File: config.mk
export PLATFORM = sky130hd
export DESIGN_NAME = rr_stream_mux
export DESIGN_NICKNAME = d
export VERILOG_FILES = /design/src/rtl/rr_stream_mux.sv
export SDC_FILE = /design/constraint.sdc
export NUM_CORES = 1
export LEC_CHECK = 0
export ABC_AREA = 1
export BUFFER_PORTS_ARGS = -buffer_cell sky130_fd_sc_hd__buf_2
export CORE_MARGIN = 10
export CORE_UTILIZATION = 40
export CTS_CLUSTER_DIAMETER = 50
export DETAILED_ROUTE_END_ITERATION = 10
export GPL_ROUTABILITY_DRIVEN = 0
export HOLD_SLACK_MARGIN = 0.15
export PLACE_DENSITY = 0.84
export SETUP_SLACK_MARGIN = 0.4
export SYNTH_ARGS = -nofsm -noshare
export SYNTH_HDL_FRONTEND = slang
export SYNTH_SLANG_ARGS = --single-unit
export TNS_END_PERCENT = 1
File: constraint.sdc
create_clock -name clk -period 3.2 [get_ports clk]
set_input_delay 0.32 -clock clk [delete_from_list [all_inputs] [get_ports clk]]
set_output_delay 0.32 -clock clk [all_outputs]
set_load 0.01 [all_outputs]
File: src/rtl/rr_stream_mux.sv
// N:1 valid/ready stream mux with round-robin or fixed-priority arbitration and one output register.
// Input-accept to out_valid is one cycle; a stalled output beat holds and drops every in_ready.

module rr_stream_mux_mux2 #(
  parameter int WIDTH = 8
) (
  input  logic [WIDTH-1:0] a,
  input  logic [WIDTH-1:0] b,
  input  logic             sel,
  output logic [WIDTH-1:0] y
);
  assign y = sel ? b : a;
endmodule

module rr_stream_mux #(
  parameter int WIDTH    = 8,
  parameter int CHANNELS = 4,
  parameter int SEL_W    = $clog2(CHANNELS)
) (
  input  logic                      clk,
  input  logic                      rst,
  input  logic [CHANNELS*WIDTH-1:0] in_data,
  input  logic [CHANNELS-1:0]       in_valid,
  output logic [CHANNELS-1:0]       in_ready,
  input  logic                      mode,
  output logic [WIDTH-1:0]          out_data,
  output logic [SEL_W-1:0]          out_chan,
  output logic                      out_valid,
  input  logic                      out_ready
);

  localparam int NP = 1 << SEL_W;

  logic [SEL_W-1:0] ptr;
  logic [SEL_W-1:0] gnt_idx;
  logic             gnt_any;
  logic             load;
  logic             xfer;
  logic [WIDTH-1:0] sel_data;

  assign load = !out_valid || out_ready;
  assign xfer = load && gnt_any;

  // Round-robin is the lowest valid index at or above ptr, falling back to the
  // lowest valid index overall; fixed priority lets the first pass see every channel.
  always_comb begin
    gnt_any = 1'b0;
    gnt_idx = '0;
    for (int i = CHANNELS - 1; i >= 0; i--) begin
      if (in_valid[i] && (mode || i >= int'(ptr))) begin
        gnt_any = 1'b1;
        gnt_idx = SEL_W'(i);
      end
    end
    if (!gnt_any) begin
      for (int i = CHANNELS - 1; i >= 0; i--) begin
        if (in_valid[i]) begin
          gnt_any = 1'b1;
          gnt_idx = SEL_W'(i);
        end
      end
    end
  end

  always_comb begin
    in_ready = '0;
    for (int i = 0; i < CHANNELS; i++) begin
      in_ready[i] = load && gnt_any && (gnt_idx == SEL_W'(i));
    end
  end

  // Binary select tree: level 0 holds the zero-padded channel words, each
  // higher level halves the count using one bit of the grant index.
  for (genvar l = 0; l <= SEL_W; l++) begin : stage
    logic [(NP >> l)-1:0][WIDTH-1:0] lvl;
    if (l == 0) begin : g_leaf
      for (genvar i = 0; i < NP; i++) begin : g_word
        if (i < CHANNELS) begin : g_real
          assign lvl[i] = in_data[i*WIDTH +: WIDTH];
        end else begin : g_pad
          assign lvl[i] = '0;
        end
      end
    end else begin : g_node
      for (genvar j = 0; j < (NP >> l); j++) begin : g_mux
        rr_stream_mux_mux2 #(.WIDTH(WIDTH)) u_mux2 (
          .a   (stage[l-1].lvl[2*j]),
          .b   (stage[l-1].lvl[2*j+1]),
          .sel (gnt_idx[l-1]),
          .y   (lvl[j])
        );
      end
    end
  end

  assign sel_data = stage[SEL_W].lvl[0];

  always_ff @(posedge clk or posedge rst) begin
    if (rst) begin
      out_valid <= 1'b0;
      out_data  <= '0;
      out_chan  <= '0;
      ptr       <= '0;
    end else begin
      if (load) begin
        out_valid <= gnt_any;
        if (gnt_any) begin
          out_data <= sel_data;
          out_chan <= gnt_idx;
        end
      end
      if (xfer && !mode) begin
        ptr <= (gnt_idx == SEL_W'(CHANNELS - 1)) ? '0 : gnt_idx + SEL_W'(1);
      end
    end
  end

endmodule

==> results.py <==
metrics = {
    "status": {
        "status": "finished, final reports clean",
    },
    "floorplanning": {
        "die_h_um": 71.08,
        "initial_core_util": 0.4212,
        "pin_count": 55,
        "core_region_area_um2": 2477,
        "die-area_um2": 5052,
        "num_rows": 18,
        "die_x_um": 71.08,
    },
    "synthesis": {
        "yosysUniqueCellTypes": 24,
        "synth_fp_nets": 201,
        "ys_seq_area_frac": 0.3118,
        "synth_warnings": 0,
        "ys_ff_latch": 13,
        "synth_area_per_cell_um2": 6.647,
        "synth_area_um2": 1044,
        "syn_inst": 157,
    },
    "worst_setup_path": {
        "start_kind": "flip-flop",
        "crit_path_end_kind": "output port",
        "regToRegSetupSlack_ns": 1.23,
        "worst-setup-path-type": "reg2out",
        "cp_top_family": "simple AND/OR/NAND/NOR gates",
        "crit_arrival_ns": 2.10,
        "cpPeakStageDelay_ns": 0.38,
        "cp_max_fo": 32,
        "path_cells": "inv_1, nor2_2, nor2_4, nor2_2, nand2_1, nor2_2, nand2_4, nand2_4, inv_2, ha_1, inv_1, nor2_1, buf_2",
        "cpMostUsedCell": "nor2_2",
        "path_buf_inv": 4,
        "cp_slowest_cell": "dfrtp_1",
        "cp.depth": 13,
        "ff2ff_path_depth": 10,
        "worstPathRequired_ns": 2.88,
    },
    "sta": {
        "fin_skew_ns": 0.005100,
        "setup_viol": 0,
        "tns_ns": 0,
        "final.period_utilization": 0.7560,
        "maxSlewViolCount": 0,
        "fmax_ghz": 0.4134,
        "hold_violations": 0,
        "period_needed_ns": 2.419,
        "max_slew_margin": 0.6740,
        "tightest_slew_ns": 0.4890,
        "rsz0062_at_grt": "no",
    },
    "grt": {
        "antenna_found_initial": 0,
        "grt_usage": 0.1073,
        "grt_remaining_overflow": 0,
        "grt_pass1_wl_mm": 4.629,
        "first_global_vias": 1089,
        "grt_max_degree": 33,
    },
    "clock_network": {
        "hold_buffers": 1,
        "htreeDepth": 1,
        "clock-sinks": 13,
        "clock_latency_ns": 0.27,
        "clk_path_buf_depth": 2,
        "cts_setup_buffers": 0,
        "cts_resized": 0,
        "cts_buffers": 3,
        "clockRootBuffer": "clkbuf_4",
        "cts_tree": "built",
        "clk_pin_slew_worst_paths_ns": 0.08,
    },
    "place": {
        "place_area_um2": 1321,
        "dp.final_hpwl_mm": 2.338,
        "io_buffers": 54,
    },
    "route": {
        "ant_nets": 0,
        "drcViolationCount": 0,
        "vias": 1080,
        "totalWireLength_mm": 2.797,
        "wire_per_inst_um": 11.56,
        "vias_per_cell": 4.463,
        "drtPass1Iterations": 4,
        "first_iter_violations": 41,
    },
    "finish": {
        "final_area_um2": 1358,
        "nets": 257,
        "drive_above_1_share": 0.3491,
        "diodes": 0,
        "syn2layout_area_growth_pct": 30.10,
    },
    "power_and_ir_drop": {
        "ir_drop_mv": 0.2541,
        "p_leak_nw": 0.8225,
        "power_density_nw_per_um2": 507.5,
    },
    "worst_hold_path": {
        "hold_depth": 2,
        "hold_class": "in2reg",
    },
    "run": {
        "cap_violations": 0,
    },
}
[state kept, by name, indices dropped and copies added, names as in the netlist]
register and flops:
out_data 8, out_chan 2, ptr 2, out_valid 1
[routing by layer]
layer | up-vias | global-route usage | wire, um
li1 | 594 | - | -
met1 | 451 | 0.1208 | 1175
met2 | 31 | 0.1761 | 1348
met3 | 4 | 0.04184 | 233
met4 | 0 | 0.04516 | 39
met5 | - | 0 | 0
[final timing paths]
kind                                          from                      end
min                                      out_ready    out_valid$_DFFE_PP0P_
max reg2reg                     ptr[0]$_DFFE_PP0P_       ptr[1]$_DFFE_PP0P_
max in group asynchronous                      rst  out_chan[0]$_DFFE_PP0P_
min in group asynchronous                      rst  out_data[6]$_DFFE_PP0P_
max                             ptr[0]$_DFFE_PP0P_              in_ready[2]
min reg2reg                out_data[6]$_DFFE_PP0P_  out_data[6]$_DFFE_PP0P_
[kinds of logic after synthesis]
| kind of cell | count (synthesis) | synth area share |
|---|---|---|
| AOI/OAI and AO/OA | 14 | 0.08873 |
| adders and majority gates | 4 | 0.04796 |
| buffers and inverters | 39 | 0.1547 |
| DFF | 13 | 0.3117 |
| muxes | 1 | 0.01079 |
| and+or+nand+nor | 86 | 0.3861 |
[metrics by stage]
stage | hold slack [ns] | power, mW | setup WS (ns) | std cells | util
detailed placement | 0.3605 | 0.5941 | 0.9951 | 237 | 0.5333
CTS | 0.2239 | 0.6986 | 0.7551 | 242 | 0.5480
global placement | 0.3574 | 0.5858 | 1.082 | 237 | 0.5333
global route | 0.2188 | 0.7556 | 0.5455 | 242 | 0.5480
floorplan | 0.1970 | 0.4860 | 1.363 | 157 | -
finish | 0.2277 | 0.6889 | 0.7808 | 242 | 0.5480
[cells in the mapped netlist, drive strengths merged]
cell type / instances / area, um^2
o211ai: 6 / 45.04
o21ai: 5 / 28.78
a31oi: 1 / 6.260
nand2: 44 / 187.7
dfrtp: 13 / 325.3
a21oi: 1 / 5.000
nor2: 16 / 77.57
or2: 6 / 37.54
buf: 3 / 26.27
nand3: 20 / 100.1
o21bai: 1 / 7.510
inv: 35 / 131.4
ha: 4 / 50.05
mux2: 1 / 11.26
clkbuf: 1 / 3.750
[worst register-to-register path: stages (launching register included)]
cell and delay (ns):
dfrtp_1 0.38, inv_1 0.06, nor2_2 0.16, nor2_4 0.06, nor2_2 0.10, nand2_1 0.07, nor2_2 0.13, nand2_4 0.09
nand2_4 0.24, ha_1 0.30, mux2_2 0.26
[where the power goes]
group,internal (mW),leakage (nW),switching (mW)
Combinational,0.136,0.653,0.203
Clock,0.0483,0.0150,0.0541
Sequential,0.218,0.155,0.0294
[cell usage in the layout (no fill, tap or decap)]
master / instances
nor2_2: 4
ha_1: 4
inv_1: 31
o21ai_0: 2
nor2_1: 11
nand2_2: 3
o21bai_1: 1
o21ai_1: 2
a31oi_1: 1
nor2_4: 1
inv_2: 4
dlygate4sd3_1: 1
clkbuf_1: 1
nand2_1: 39
a21oi_1: 1
o211ai_1: 6
nand2_4: 2
mux2_2: 1
or2_1: 5
o21ai_2: 1
nand3_1: 20
clkbuf_4: 3
or2_2: 1
buf_2: 54
dfrtp_1: 13
[area by class of cell]
| cell class | instances | area [um^2] |
|---|---|---|
| clock buffer | 4 | 26.28 |
| fill | 250 | 1120 |
| inverter | 35 | 131.4 |
| multi-input combinational | 105 | 556.8 |
| sequential | 13 | 325.3 |
| tap | 30 | 37.54 |
| timing repair buffer | 55 | 280.3 |
Power figures use the tool's default switching activity.
